==> src/rtl/dds_pkg.sv <==
// dds_pkg: shared constants and FSM state type for the DDS SPI writer.
// Build option DDS_IOUPDATE_EN adds the IOUP state to the enum.
package dds_pkg;

    localparam int INSTR_W   = 8;
    localparam int DATA_W    = 32;
    localparam int XFER_BITS = 40;
    localparam int READ_BIT  = 7;
    localparam int BIT_W     = 6;

    typedef enum logic [2:0] {
        IDLE,
        SHIFT,
        HOLD,
`ifdef DDS_IOUPDATE_EN
        IOUP,
`endif
        DONE
    } state_t;

endpackage

==> src/rtl/dds_spi_writer_if.sv <==
// dds_spi_writer_if: request/response bus of the DDS SPI writer.
// master drives wr_start/wr_addr/wr_data; slave returns wr_done/wr_out/busy.
interface dds_spi_writer_if;
    import dds_pkg::*;

    logic               wr_start;
    logic [INSTR_W-1:0] wr_addr;
    logic [DATA_W-1:0]  wr_data;
    logic               wr_done;
    logic [DATA_W-1:0]  wr_out;
    logic               busy;

    modport master (
        output wr_start, wr_addr, wr_data,
        input  wr_done, wr_out, busy
    );

    modport slave (
        input  wr_start, wr_addr, wr_data,
        output wr_done, wr_out, busy
    );

endinterface

==> src/rtl/dds_sclk_gen.sv <==
// dds_sclk_gen: SCLK half-period timer and bit counter for one 40-bit frame.
// Ports: clk, rst, run (frame active), sclk, rise/fall (next edge moves
// SCLK up/down), last (fall of the final bit), bit_idx (current bit 0..39).
module dds_sclk_gen
    import dds_pkg::*;
#(
    parameter int CLK_DIV = 2
) (
    input  logic             clk,
    input  logic             rst,
    input  logic             run,
    output logic             sclk,
    output logic             rise,
    output logic             fall,
    output logic             last,
    output logic [BIT_W-1:0] bit_idx
);

    localparam logic [7:0]       HALF_END = 8'(CLK_DIV - 1);
    localparam logic [BIT_W-1:0] LAST_BIT = BIT_W'(XFER_BITS - 1);

    logic [7:0] half_cnt;
    logic       half_end;

    // Strobes are valid in the cycle before the edge they describe,
    // so the FSM acts on exactly the edge that moves SCLK.
    assign half_end = run && (half_cnt == HALF_END);
    assign rise     = half_end && !sclk;
    assign fall     = half_end && sclk;
    assign last     = fall && (bit_idx == LAST_BIT);

    always_ff @(posedge clk or posedge rst) begin
        if (rst) begin
            half_cnt <= '0;
            sclk     <= 1'b0;
            bit_idx  <= '0;
        end else if (!run) begin
            half_cnt <= '0;
            sclk     <= 1'b0;
            bit_idx  <= '0;
        end else if (half_end) begin
            half_cnt <= '0;
            sclk     <= ~sclk;
            if (sclk) begin
                bit_idx <= last ? '0 : bit_idx + 6'd1;
            end
        end else begin
            half_cnt <= half_cnt + 8'd1;
        end
    end

endmodule

==> src/rtl/dds_spi_writer.sv <==
// dds_spi_writer: 40-bit SPI frame writer/reader for a DDS register file.
// Ports: clk, rst, bus (dds_spi_writer_if.slave: wr_start, wr_addr, wr_data,
// wr_done, wr_out, busy), SCLK, CS_N, SDIO, SDO, IO_UPDATE.
// Build option DDS_IOUPDATE_EN: pulse IO_UPDATE after every write.
module dds_spi_writer
    import dds_pkg::*;
#(
    parameter int CLK_DIV  = 2,
    parameter int IOUP_LEN = 4
) (
    input  logic            clk,
    input  logic            rst,
    dds_spi_writer_if.slave bus,
    output logic            SCLK,
    output logic            CS_N,
    output logic            SDIO,
    input  logic            SDO,
    output logic            IO_UPDATE
);

    localparam logic [7:0] HOLD_END = 8'(CLK_DIV - 1);
    localparam logic [7:0] IOUP_END = 8'(IOUP_LEN);

    state_t               state;
    state_t               state_d;
    logic [7:0]           cnt;
    logic [7:0]           cnt_d;
    logic                 cnt_end;
    logic                 hold_end;
    logic                 accept;

    logic [XFER_BITS-1:0] sr;
    logic [DATA_W-1:0]    cap;
    logic [DATA_W-1:0]    out_q;
    logic                 is_rd;
    logic                 cs_n_q;

    logic                 run;
    logic                 sclk;
    logic                 rise;
    logic                 fall;
    logic                 last;
    logic [BIT_W-1:0]     bit_idx;

    assign run = (state == SHIFT);

    dds_sclk_gen #(
        .CLK_DIV (CLK_DIV)
    ) u_sclk (
        .clk     (clk),
        .rst     (rst),
        .run     (run),
        .sclk    (sclk),
        .rise    (rise),
        .fall    (fall),
        .last    (last),
        .bit_idx (bit_idx)
    );

    assign accept = (state == IDLE) && bus.wr_start;

    // One counter times both HOLD (CLK_DIV cycles) and IOUP
    // (IOUP_LEN high cycles plus one low cycle before DONE).
    assign cnt_end  = (state == HOLD) ? (cnt == HOLD_END)
                                      : (cnt == IOUP_END);
    assign hold_end = (state == HOLD) && cnt_end;

    always_comb begin
        state_d = state;
        cnt_d   = '0;
        unique case (state)
            IDLE: begin
                if (bus.wr_start) state_d = SHIFT;
            end
            SHIFT: begin
                if (last) state_d = HOLD;
            end
            HOLD: begin
                if (cnt_end) begin
`ifdef DDS_IOUPDATE_EN
                    state_d = is_rd ? DONE : IOUP;
`else
                    state_d = DONE;
`endif
                end
            end
`ifdef DDS_IOUPDATE_EN
            IOUP: begin
                if (cnt_end) state_d = DONE;
            end
`endif
            DONE: begin
                state_d = IDLE;
            end
            default: begin
                state_d = IDLE;
            end
        endcase
        if (state_d == state && state != IDLE && state != SHIFT) begin
            cnt_d = cnt + 8'd1;
        end
    end

    always_ff @(posedge clk or posedge rst) begin
        if (rst) begin
            state <= IDLE;
            cnt   <= '0;
        end else begin
            state <= state_d;
            cnt   <= cnt_d;
        end
    end

    // SDIO is the shift register MSB: loaded on accept, advanced only on
    // SCLK falls, so it is stable across every rising edge.
    always_ff @(posedge clk or posedge rst) begin
        if (rst) begin
            sr     <= '0;
            cap    <= '0;
            out_q  <= '0;
            is_rd  <= 1'b0;
            cs_n_q <= 1'b1;
        end else begin
            if (accept) begin
                sr     <= {bus.wr_addr, bus.wr_data};
                is_rd  <= bus.wr_addr[READ_BIT];
                cs_n_q <= 1'b0;
            end else if (fall) begin
                sr <= {sr[XFER_BITS-2:0], 1'b0};
            end
            if (rise && is_rd && bit_idx >= BIT_W'(INSTR_W)) begin
                cap <= {cap[DATA_W-2:0], SDO};
            end
            if (hold_end) begin
                cs_n_q <= 1'b1;
                if (is_rd) out_q <= cap;
            end
        end
    end

`ifdef DDS_IOUPDATE_EN
    logic iou_q;

    // Rises with CS_N after a write, drops after IOUP_LEN cycles.
    always_ff @(posedge clk or posedge rst) begin
        if (rst) begin
            iou_q <= 1'b0;
        end else if (hold_end && !is_rd) begin
            iou_q <= 1'b1;
        end else if (state == IOUP && cnt == IOUP_END - 8'd1) begin
            iou_q <= 1'b0;
        end
    end

    assign IO_UPDATE = iou_q;
`else
    assign IO_UPDATE = 1'b0;
`endif

    assign SCLK        = sclk;
    assign CS_N        = cs_n_q;
    assign SDIO        = sr[XFER_BITS-1];
    assign bus.wr_done = (state == DONE);
    assign bus.busy    = (state != IDLE);
    assign bus.wr_out  = out_q;

endmodule

==> src/flat_wrapper.sv <==
// flat-port wrapper written by rule: the top's interface ports become plain ports
module dds_spi_writer_flat import dds_pkg::*;
#(
    parameter int CLK_DIV  = 2,
    parameter int IOUP_LEN = 4
)
  (clk, rst, SCLK, CS_N, SDIO, SDO, IO_UPDATE, bus_wr_start, bus_wr_addr, bus_wr_data, bus_wr_done, bus_wr_out, bus_busy);
  dds_spi_writer_if bus_i ();
  input  logic clk;
  input  logic rst;
  output logic SCLK;
  output logic CS_N;
  output logic SDIO;
  input  logic SDO;
  output logic IO_UPDATE;
  input wire logic [$bits(bus_i.wr_start)-1:0] bus_wr_start;
  input wire logic [$bits(bus_i.wr_addr)-1:0] bus_wr_addr;
  input wire logic [$bits(bus_i.wr_data)-1:0] bus_wr_data;
  output wire logic [$bits(bus_i.wr_done)-1:0] bus_wr_done;
  output wire logic [$bits(bus_i.wr_out)-1:0] bus_wr_out;
  output wire logic [$bits(bus_i.busy)-1:0] bus_busy;
  assign bus_i.wr_start = bus_wr_start;
  assign bus_i.wr_addr = bus_wr_addr;
  assign bus_i.wr_data = bus_wr_data;
  assign bus_wr_done = bus_i.wr_done;
  assign bus_wr_out = bus_i.wr_out;
  assign bus_busy = bus_i.busy;
  dds_spi_writer #(.CLK_DIV(CLK_DIV), .IOUP_LEN(IOUP_LEN)) u_core (.clk(clk), .rst(rst), .bus(bus_i), .SCLK(SCLK), .CS_N(CS_N), .SDIO(SDIO), .SDO(SDO), .IO_UPDATE(IO_UPDATE));
endmodule
==> config.mk <==
export PLATFORM = sky130hd
export DESIGN_NAME = dds_spi_writer_flat
export DESIGN_NICKNAME = d
export VERILOG_FILES = /design/src/rtl/dds_pkg.sv /design/src/rtl/dds_spi_writer_if.sv /design/src/rtl/dds_sclk_gen.sv /design/src/rtl/dds_spi_writer.sv /design/src/flat_wrapper.sv
export SDC_FILE = /design/constraint.sdc
export NUM_CORES = 1
export LEC_CHECK = 0
export CAP_MARGIN = 20
export CORE_MARGIN = 3
export CORE_UTILIZATION = 55
export DETAILED_ROUTE_END_ITERATION = 12
export PLACE_DENSITY = 0.81
export SKIP_LAST_GASP = 1
export SLEW_MARGIN = 20
export SYNTH_ARGS = -nofsm -noshare
export SYNTH_HDL_FRONTEND = slang
export SYNTH_SLANG_ARGS = --single-unit
==> constraint.sdc <==
create_clock -name clk -period 8.2 [get_ports clk]
set_input_delay 1.23 -clock clk [delete_from_list [all_inputs] [get_ports clk]]
set_output_delay 1.23 -clock clk [all_outputs]
set_load 0.005 [all_outputs]
; After elaboration in Yosys (flattened, before gate mapping)
; Cells that the tools add are included.
[totals]
regBits = 132
output_inout_bits = 38
elab_cells = 61
[op_classes]
addsub = 3
magnitude_cmp = 1
eq_ne = 11
mux = 18
bitwise = 1
n_reduce_logical = 17
[ops]
columns = op, count
row1 = 40-bit two-way mux, 2
row2 = 6-bit two-way mux, 4
row3 = 8-bit two-way mux, 3
row4 = 8-bit by 1-bit adder with 8-bit output (second input constant), 2
row5 = 8-bit by 1-bit == test with 1-bit output (second input constant), 2
row6 = 1-bit logical AND, 10
row7 = 3-bit two-way mux, 3
row8 = 3-bit one-hot mux with 3 select lines, 1
row9 = 8-bit by 3-bit == test with 1-bit output (second input constant), 1
row10 = 6-bit by 1-bit adder with 6-bit output (second input constant), 1
row11 = 3-bit by 2-bit == test with 1-bit output (second input constant), 2
row12 = 6-bit == test (second input constant), 1
row13 = 6-bit by 4-bit greater-or-equal comparator with 1-bit output (second input constant), 1
row14 = 1-bit two-way mux, 5
row15 = 2-bit by 1-bit inequality test with 1-bit output (second input constant), 2
row16 = 2-bit AND reduction, 2
row17 = 2-bit nonzero test, 2
row18 = 3-bit by 1-bit == test with 1-bit output (second input constant), 1
row19 = 3-bit == test, 1
row20 = 3-bit zero test, 1
row21 = 3-bit by 1-bit inequality test with 1-bit output (second input constant), 1
row22 = 3-bit nonzero test, 1
row23 = 1-bit zero test, 1
row24 = 1-bit inverter, 1

; Depth between registers and ports, before layout
; Gate-level depths: netlist of run 1.
[depth]
word_depth = 10
ltp_mapped = 8
mapped_depth_nobuf = 6

; Modules after synthesis
; From an unflattened synthesis of run 1, not the netlist that was laid out.
[unflattened]
cells_unflattened = 466
area_unflattened_um2 = 5863.1
[modules_own_cells]
columns = module, n_inst, cells_per_inst, area_per_inst_um2, seq_area_each_um2
row1 = dds_spi_writer, 1, 377, 5012.3, 2929.1
row2 = dds_sclk_gen, 1, 89, 850.8, 375.4

; Worst setup path before layout of run 1
; Ideal clock, no wire load.
[synth_path]
path_type = register to output
start = register u_core.state[1]
end = output port bus_busy
t_arrival_ns = 0.763
required_ns = 6.970
path_slack_ns = 6.207
path_stages_with_launch = 3
path_buffers = 0
path_cell_list = dfrtp_1 -> nor3_1 -> inv_1
[synth_between]
elab_chain_cells = 1
[synth_rtl]
columns = item, line
row1 = "start, declared", dds_spi_writer.sv:24  ; state_t state;
row2 = "start signal, assigned", dds_spi_writer.sv:109  ; state <= state_d;
row3 = 3-bit nonzero test, dds_spi_writer.sv:164  ; assign bus.busy = (state != IDLE);
row4 = "end, declared", flat_wrapper.sv:21  ; output wire logic [$bits(bus_i.busy)-1:0] bus_busy;
; Every way passes these cells.

; Worst setup path after layout of run 1
; Same ends and word-level chain as after synthesis.

==> results of run 1 <==
==> worst max-delay path: stages (launching register included) <==
cell             delay (ps)
dfrtp_1                 430
nor3_1                  500
inv_1                    80
clkdlybuf4s50_1         460
==> per-stage QoR <==
step	instance area [um^2]	std cells	hold slack [ps]	power, mW
6_report	7071	713	465.2	1.490
5_1_grt	7071	713	500.7	1.547
4_1_cts	7071	713	468.6	1.499
3_5_place_dp	6543	683	458.8	0.8266
3_3_place_gp	6543	683	457.2	0.8203
2_1_floorplan	5668	491	448.2	0.7825
==> registers in the layout, indices dropped and copies added (netlist names) <==
name / cells
u_core.CS_N: 1
u_core.bus.wr_out: 32
u_core.cap: 32
u_core.cnt: 8
u_core.is_rd: 1
u_core.sr: 40
u_core.state: 3
u_core.u_sclk.bit_idx: 6
u_core.u_sclk.half_cnt: 8
u_core.u_sclk.sclk: 1
==> cells in the final DEF (no fill, tap or decap), drive strengths merged <==
cell type      instances
mux2                  65
nor3                   2
ha                     5
nor4                   2
a21oi                  2
and2                   1
and4                   2
or3b                   1
dfstp                  1
and3                   6
nor2                  63
a31oi                 39
and3b                  1
nor4b                  1
conb                   2
and4b                  1
clkdlybuf4s50         80
clkinv                 5
buf                    5
or2                    1
inv                    8
clkbuf                18
dfrtp                131
nand4                  6
nor3b                  2
clkinvlp               4
nand2                 87
bufinv                 1
xor2                  14
nand3                 17
and4bb                 1
xnor2                  3
nand2b                 1
o21ai                  2
==> layout make-up <==
class | instances | area share (%)
Sequential cell | 132 | 46.74
Multi-Input combinational cell | 327 | 31.23
Timing Repair Buffer | 85 | 11.86
Clock buffer | 18 | 5.910
Tap cell | 133 | 2.354
Clock inverter | 12 | 1.557
Inverter | 6 | 0.3539
==> path summary, 6_finish.rpt <==
check / cells past startpoint / start / slack, ps / end
setup / recovery: 3 / u_core.state[1] / 5000 / bus_busy
hold / removal: 2 / u_core.CS_N / 470 / u_core.CS_N
setup reg to reg: 4 / u_core.u_sclk.half_cnt[5] / 5490 / u_core.cap[27]
hold reg to reg: 2 / u_core.CS_N / 470 / u_core.CS_N
max in group asynchronous: 3 / rst / 5620 / u_core.u_sclk.half_cnt[6]
min in group asynchronous: 2 / rst / 1190 / u_core.bus.wr_out[4]
==> layer usage <==
layer	vias to the layer above	routed length, um	global-route usage (%)
met5	-	0	0
met4	0	155	6.492
met3	11	526	5.099
met2	110	6009	35.83
met1	1906	4791	26.85
li1	1833	-	-
==> logic make-up after synthesis <==
kind of cell	count (synthesis)	share of synthesized area, %
simple gates	195	15.51
buf+inv	32	2.783
compound gates	43	4.661
xor+xnor	17	2.629
mux	65	14.91
other cells	1	0.06621
fa+ha+maj	5	1.104
flops	132	58.34
==> power groups by stage <==
stage	clock (mW)	combinational, mW	sequential [mW]
3_5_place_dp	0	0.101	0.726
2_1_floorplan	0	0.0621	0.720
4_1_cts	0.681	0.103	0.716
3_3_place_gp	0	0.0960	0.724
5_1_grt	0.712	0.115	0.720
6_report	0.673	0.101	0.716
==> key figures, run 1 <==
Clocking
  • Total CTS buffers: 17
  • Root Driver: clkbuf_8
  • H-tree depth: 4
  • Post-CTS Setup Bufs: 0
  • Worst-Skew Late Latency: approximately 500 ps
  • Post-CTS resize count: 0
  • CTS sink count: 132
  • TritonCTS clock tree: yes
  • Clk buf depth: 2
  • Post-CTS Hold Buffers: 0
  • Clock Pin Slew Worst Setup and Hold Paths: 60 ps

Detailed routing
  • Vias per Instance: 5.414
  • Routed wire length: around 11 mm
  • DRT iter0 DRCs: 296
  • Routed vias: between 3000 and 4000
  • Antenna Violating Nets Remaining: 0
  • Routed len/inst: 16.11 um
  • # DRC: 0
  • Drt first pass iters: 5

Yosys
  • Async S/R FF share, synth: 100.0%
  • Synthesized instance count: 490
  • Top post-synthesis cells by area: dfrtp_1, mux2_4, mux2_2
  • Sequential area share after synthesis: 58.34%
  • Synth Cell Area: roughly 5700 um^2
  • Distinct cells, synth: 35
  • Yosys warns: 0
  • Most numerous cell in the Yosys netlist: dfrtp_1
  • Synth Register Bits: 132
  • Ys flop type: dfrtp_1
  • Leading area contributor after synthesis: dfrtp_1
  • Post-synth EDFFs: 0
  • Synth cell count leaders: dfrtp_1, nand2_1, nor2_1
  • Synthesized area per cell: 11.56 um^2
  • Synth top area share: 57.87%

Floorplan
  • Die span in y: roughly 110 um
  • Core area: 9910 um^2
  • Num ports: 82
  • Std cell rows: 36
  • DIE AREA: 11550 um^2
  • Die width: 107.5 um
  • Starting Density: 57.16%

Power
  • Switching power: roughly 350 uW
  • Comb power frac: 6.8%
  • Sequential fraction of design power: around half
  • Pwr Density: 210.8 nW/um^2
  • Internal power: 1.139 mW
  • Worst VDD drop: 0.1537 mV
  • Clock share of power: 45.2%
  • Sw Share: 23.58%
  • Pleak: 3.369 nW

Run
  • Max cap viols: 0

Final layout
  • N_diodes: 0
  • P&R area growth vs syn: 24.83%
  • Area occupied by multi-input gates: 2208 um^2
  • Fin util: 71.35%
  • Nets: around 620
  • Sequential cell area: 3304 um^2
  • Fillers: 670
  • Layout cells sized above 1: 18.45%

Timing
  • Slew Limit Fails: 0
  • Final setup vio count: 0
  • Fmax: 0.3120 GHz
  • Slew HR: 28.13%
  • Final Hold Fails: 0
  • Setup TNS: 0 ps
  • Worst Skew: 8.024 ps
  • Final min period: 3205 ps
  • RSZ-0062 raised after global routing: no
  • Slew @ Worst Pin: 1074 ps
  • Setup ws final: 4995 ps
  • Final period utilization: 39.08%

Placed design
  • Post-DP HPWL: 7.195 mm
  • Final Wtd Congestion: 0.7931
  • Place WS: 5016 ps
  • Port Buffer Count: 80

Setup path
  • CP Capture Type: output port
  • CP arrival: between 1500 and 2000 ps
  • Worst setup SP type: register
  • Required time of the critical path: roughly 7000 ps
  • Critical path class: reg2out
  • Crit Path Max Fanout: 7

Min path
  • Hold Crit Class: reg2reg

Outcome
  • Outcome: finished, final reports clean

Global route
  • GRT Util Overall: 21.10%
  • Vias in the first global route: approximately 4000
  • Gr ovfl total: 0
  • Initial antenna violation count: 0
  • Global-route wire length before repair: 19.24 mm
  • Largest net degree at the start of global routing: between 80 and 90
No activity file was read; power rests on OpenSTA's default activity.
==> inputs of run 2 (changes only) <==
--- a/config.mk
+++ b/config.mk
@@ -7,9 +7,9 @@
 export LEC_CHECK = 0
 export CAP_MARGIN = 20
 export CORE_MARGIN = 3
-export CORE_UTILIZATION = 55
+export CORE_UTILIZATION = 49
 export DETAILED_ROUTE_END_ITERATION = 12
-export PLACE_DENSITY = 0.81
+export PLACE_DENSITY = 0.76
 export SKIP_LAST_GASP = 1
 export SLEW_MARGIN = 20
 export SYNTH_ARGS = -nofsm -noshare
==> constraint.sdc (replaced) <==
create_clock -name clk -period 2.9 [get_ports clk]
set_input_delay 0.435 -clock clk [delete_from_list [all_inputs] [get_ports clk]]
set_output_delay 0.435 -clock clk [all_outputs]
set_load 0.005 [all_outputs]
==> run 2 against run 1 <==
Effect of this change: via count stayed put; worst hold slack worse by 22 ps; worst setup slack worse by 4400 ps; sequential share of layout area decreased by 0.99 points; combinational power grew to 2.9 times the previous value; largest cell class unchanged; largest power group is now the clock network; global-route usage fell by 1.8 points; clock power rose to 3.1 times the previous value; die area increased by 12%; wire length increased by 1.5%; critical endpoint is now u_core.cap[21].
==> key figures, run 2 (synthesis gave the netlist of run 1 again) <==
Global route
  • GRT Util Overall: 19.28% (-1.8 points)
  • Vias in the first global route: 3986 (+0.76%)
  • Largest net degree at the start of global routing: 49 (-41%)
  • Global-route wire length before repair: 19.59 mm (+1.8%)
  • Gr ovfl total: 0 (unchanged)
  • Initial antenna violation count: 0 (unchanged)

Placed design
  • Final Wtd Congestion: 0.7983 (+0.66%)
  • Post-DP HPWL: 7.459 mm (+3.7%)
  • Port Buffer Count: 80 (unchanged)
  • DP Area: 6628 um^2 (+1.3%)

Power
  • Sequential fraction of design power: 45.8% (-2.3 points)
  • Clock share of power: 47.6% (+2.4 points)
  • Sw Share: 21.75% (-1.8 points)
  • Pleak: 3.452 nW (+2.4%)
  • Switching power: 963.6 uW (+170%)
  • Pwr Density: 613.5 nW/um^2 (+190%)
  • Internal power: 3.468 mW (+200%)
  • Worst VDD drop: 0.5620 mV (+270%)
  • Comb power frac: 6.6% (-0.2 points)

Setup path
  • CP arrival: 2620 ps (+650 ps)
  • Required time of the critical path: 3190 ps (-3780 ps)
  • Worst setup SP type: register
  • Slowest cell on the critical path: dfrtp_1
  • Critical path cell sequence: inv_1, ha_1, nor3b_1, and2_0, nand2_2, buf_12, mux2_4
  • Critical path class: reg2reg
  • CP max stage delay: 410 ps (-90 ps)
  • CP Capture Type: register
  • R2R Setup Slk: 570 ps (-4920 ps)
  • Crit Path Max Fanout: 20 (+13)

Detailed routing
  • Antenna Violating Nets Remaining: 0 (unchanged)
  • Drt first pass iters: 4 (-1)
  • Routed wire length: 11.66 mm (+1.5%)
  • # DRC: 0 (unchanged)
  • Routed len/inst: 16.06 um (-0.29%)
  • Vias per Instance: 5.317 (-1.8%)
  • DRT iter0 DRCs: 295 (-0.34%)
  • Routed vias: 3860 (unchanged)

Timing
  • Fmax: 0.4293 GHz
  • Final setup vio count: 0 (unchanged)
  • Slew Limit Fails: 0 (unchanged)
  • Final Hold Fails: 0 (unchanged)
  • Final min period: 2329 ps
  • RSZ-0062 raised after global routing: no
  • Worst Skew: 13.69 ps (+5.666 ps)
  • Slew @ Worst Pin: 598.5 ps (-475.8 ps)
  • Slew HR: 60.02% (+32 points)
  • Setup TNS: 0 ps (unchanged)
  • Final period utilization: between 80% and 90%

Final layout
  • Top reg by flops: u_core.sr
  • N_diodes: 0 (unchanged)
  • P&R area growth vs syn: 27.52%
  • Most frequent cells in the layout: dfrtp_1, nand2_1, clkdlybuf4s50_1
  • Layout cells sized above 1: 19.45% (+1.0 points)
  • Max reg flops: 40 (unchanged)
  • Nets: 623 (+0.81%)
  • Post-route cell area: 7223 um^2 (+2.2%)
  • Fillers: 838 (+25%)
  • Commonest non-fill, non-tap cell in the layout: dfrtp_1

Clocking
  • TritonCTS clock tree: yes
  • Root Driver: clkbuf_16
  • Post-CTS Hold Buffers: 0 (unchanged)
  • H-tree depth: 4 (unchanged)
  • CTS sink count: 132 (unchanged)
  • Total CTS buffers: 17 (unchanged)
  • Clk buf depth: 2 (unchanged)
  • Post-CTS Setup Bufs: 0 (unchanged)
  • Clock Pin Slew Worst Setup and Hold Paths: 50 ps (about the same)
  • Worst-Skew Late Latency: 420 ps (-80 ps)
  • Post-CTS resize count: 0 (unchanged)

Floorplan
  • Die span in y: 113.5 um (+5.6%)
  • Std cell rows: 38 (+5.6%)
  • Die width: 113.5 um (+5.6%)
  • Starting Density: 51.13% (-6.0 points)
  • DIE AREA: 12890 um^2 (+12%)
  • Core area: 11080 um^2 (+12%)
  • Num ports: 82 (unchanged)

Outcome
  • Outcome: finished, final reports clean

Run
  • Max cap viols: 0 (unchanged)

Min path
  • Hold Crit Class: in2async
==> run 2: power groups by stage <==
stage	Sequential (mW)	Clock [mW]	Combinational, mW
final	2.03	2.11	0.290
after global routing	2.04	2.24	0.329
after CTS	2.03	2.16	0.297
after detailed placement	2.06	0	0.291
after global placement	2.05	0	0.282
after floorplan	2.04	0	0.176
==> run 2: path summary, 6_finish.rpt <==
check,startpoint,to,depth (start not counted)
worst max-delay path,u_core.u_sclk.half_cnt[1],u_core.cap[21],7
worst min-delay path,rst,u_core.bus.wr_out[17],2
worst max register to register,u_core.u_sclk.half_cnt[1],u_core.cap[21],7
worst min register to register,u_core.CS_N,u_core.CS_N,2
max in group asynchronous,rst,u_core.bus.wr_out[18],3
min in group clk,u_core.CS_N,u_core.CS_N,2
==> run 2: worst max-delay path, delay by kind of cell (launching register included) <==
| family | cells | cell delay [ps] |
|---|---|---|
| DFF | 1 | 410 |
| adders and majority gates | 1 | 150 |
| and+or+nand+nor | 3 | 970 |
| buffers and inverters | 2 | 360 |
| muxes | 1 | 310 |
==> run 2: metrics by stage <==
step	setup WS [ps]	power [mW]	util, %	hold WS [ps]	std cells
5_1_grt	421.8	4.611	65.20	462.5	726
3_5_place_dp	606.9	2.346	59.83	454.9	695
2_1_floorplan	828.6	2.213	-	448.2	491
3_3_place_gp	686.0	2.331	59.83	452.0	695
6_report	570.6	4.431	65.20	443.7	726
4_1_cts	574.0	4.483	65.20	440.6	726
==> run 2: per-layer routing <==
layer	global-route usage, %	wire length [um]	share of wire, %	up-vias
li1	-	-	-	1833
met1	25.40	5267	45	1934
met2	30.07	5768	49	78
met3	4.775	425	3.6	15
met4	9.215	196	1.7	0
met5	0	0	0	-
==> run 2: cell type report <==
type                       count  area [um^2]  area share [%]
sequential                   132         3304           45.75
multi-input combinational    327         2208           30.57
timing repair buffer          90        913.4           12.65
clock buffer                  22        494.2           6.842
tap                          140        175.2           2.425
clock inverter                 9        101.3           1.403
inverter                       6        26.28          0.3638
==> inputs of run 3 (changes only) <==
==> constraint.sdc (replaced) <==
create_clock -name clk -period 1.93 [get_ports clk]
set_input_delay 0.2895 -clock clk [delete_from_list [all_inputs] [get_ports clk]]
set_output_delay 0.2895 -clock clk [all_outputs]
set_load 0.005 [all_outputs]
==> run 3 against run 2 <==
Effect of this change: critical path depth decreased by 5; clock skew decreased by 6.7 ps; global-route usage decreased by 0.31 points; register-to-register slack got worse by 490 ps; core utilization increased by 0.87 points; largest cell class unchanged; highest routed layer unchanged.
==> key figures, run 3 (synthesis gave the netlist of run 1 again) <==
Outcome
  • Outcome: finished, final reports clean

Final layout
  • Layout cells sized above 1: 20.24% (+0.78 points)
  • Top reg by flops: u_core.sr
  • Max reg flops: 40 (unchanged)
  • Commonest non-fill, non-tap cell in the layout: dfrtp_1
  • Nets: 631 (+1.3%)
  • Fillers: 825 (-1.6%)
  • Final Instance Count excl. Fillers: 733 (+0.96%)
  • P&R area growth vs syn: 29.22%
  • Most frequent cells in the layout: dfrtp_1, nand2_1, clkdlybuf4s50_1
  • N_diodes: 0 (unchanged)

Setup path
  • Crit Path Max Fanout: 5 (-75%)
  • RR Endpoint: u_core.cap[24]
  • RR Startpoint: u_core.state[2]
  • R2R Setup Slk: 80 ps (-490 ps)
  • Crit path from: u_core.state[2]
  • Required time of the critical path: 1640 ps (-1550 ps)
  • Critical path class: reg2out
  • R2r worst-path depth: 5 (-2)
  • Worst setup SP type: register
  • CP Capture Type: output port
  • CP arrival: 1590 ps (-1030 ps)

Detailed routing
  • Routed vias: 3927 (+1.7%)
  • Routed wire length: 11.59 mm (-0.58%)
  • Antenna Violating Nets Remaining: 0 (unchanged)
  • Drt first pass iters: 5 (+1)
  • Vias per Instance: 5.357 (+0.76%)
  • # DRC: 0 (unchanged)
  • Routed len/inst: 15.81 um (-1.5%)
  • DRT iter0 DRCs: 291 (-1.4%)

Clocking
  • CTS sink count: 132 (unchanged)
  • Clock Pin Slew Worst Setup and Hold Paths: 50 ps (about the same)
  • Clk buf depth: 2 (unchanged)
  • Worst-Skew Late Latency: 400 ps (-20 ps)
  • TritonCTS clock tree: yes
  • H-tree depth: 4 (unchanged)
  • Root Driver: clkbuf_16
  • Total CTS buffers: 17 (unchanged)

Floorplan
  • Die span in y: 113.5 um (unchanged)
  • Starting Density: 51.13% (unchanged)
  • Die width: 113.5 um (unchanged)
  • DIE AREA: 12890 um^2 (unchanged)
  • Num ports: 82 (unchanged)
  • Core area: 11080 um^2 (unchanged)
  • Std cell rows: 38 (unchanged)

Placed design
  • Post-DP HPWL: 7.478 mm (+0.25%)
  • Final Wtd Congestion: 0.7981 (about the same)
  • Cells after DPL: 701 (+0.86%)
  • Place WS: 47.28 ps (-559.6 ps)
  • Port Buffer Count: 80 (unchanged)

Timing
  • Worst Skew: 6.966 ps (-6.725 ps)
  • Final min period: 1877 ps
  • Slew Limit Fails: 0 (unchanged)
  • Hold slack final: 334.2 ps (-109.5 ps)
  • Final Hold Fails: 0 (unchanged)
  • Fmax: 0.5328 GHz
  • Setup TNS: 0 ps (unchanged)
  • Final setup vio count: 0 (unchanged)
  • Final period utilization: 97.25%
  • Setup ws final: 53.04 ps (-517.6 ps)
  • RSZ-0062 raised after global routing: no

Global route
  • GRT met3 Usage: 5.199% (+0.42 points)
  • Largest net degree at the start of global routing: 85 (+73%)
  • GRT Util Overall: 18.97% (-0.31 points)
  • GR Layer Usage met1: 24.86% (-0.54 points)
  • Initial antenna violation count: 0 (unchanged)
  • Gr ovfl total: 0 (unchanged)
  • GR peak layer: met2
  • Global-route wire length before repair: 19.53 mm (-0.29%)
  • Vias in the first global route: 4094 (+2.7%)
  • Global-route track usage on met2: 30.47% (+0.39 points)

Power
  • Pleak: 3.500 nW (+1.4%)
  • Pwr Density: 892.4 nW/um^2 (+45%)
  • Worst VDD drop: 0.7772 mV (+38%)

Min path
  • Hold Crit Class: in2async

Run
  • Max cap viols: 0 (unchanged)
## run 3: cell count changes in the layout (fill, tap and decap cells not counted), moves of 3 or more
cell	delta
buf_4	+4
clkbuf_1	+4
clkinv_2	-4
buf_12	+3
## run 3: power breakdown
part / total (mW) / switching, mW / internal (mW) / leakage (nW)
sequential: 3.05 / 0.103 / 2.94 / 1.71
combinational: 0.449 / 0.224 / 0.224 / 1.52
clock: 3.04 / 1.07 / 1.96 / 0.276
## run 3: worst max-delay path by stage
| stage | to | cells past startpoint |
|---|---|---|
| floorplan | u_core.bus.wr_out[0] | 1 |
| CTS | bus_wr_done | 3 |
| global route | u_core.cap[31] | 6 |
| global placement | u_core.cap[22] | 5 |
| detailed placement | u_core.sr[28] | 8 |
| finish | bus_wr_done | 2 |
## run 3: worst max-delay path, stage by stage (launching register included)
cell	delay (ps)
dfrtp_1	420
and3b_1	230
clkdlybuf4s50_1	530
## run 3: metrics by stage
step	power (mW)	instance area, um^2	utilization (%)
2_1_floorplan	3.325	5672	-
3_3_place_gp	3.510	6710	60.57
3_5_place_dp	3.537	6710	60.57
4_1_cts	6.588	7292	65.82
5_1_grt	6.797	7320	66.07
6_report	6.532	7320	66.07
## run 3: layout make-up
cell class	count	area [um^2]	share of cell area, %
sequential	132	3304	45.15
multi-input combinational	327	2221	30.34
timing repair buffer	98	1027	14.03
clock buffer	27	523.0	7.145
tap	140	175.2	2.393
clock inverter	3	42.54	0.5812
inverter	6	26.28	0.3590
## run 3: routing by layer
layer	vias to the layer above	routed length, um
met4	0	175
met2	94	5969
met1	1968	4939
met5	-	0
li1	1846	-
met3	19	505
## run 3: what timing repair did
action	CTS	global route
gates cloned	0	1
setup buffers	1	0
endpoints found under the setup margin	2	2
resized for setup	3	2
pin swaps	0	0
hold buffers	0	0
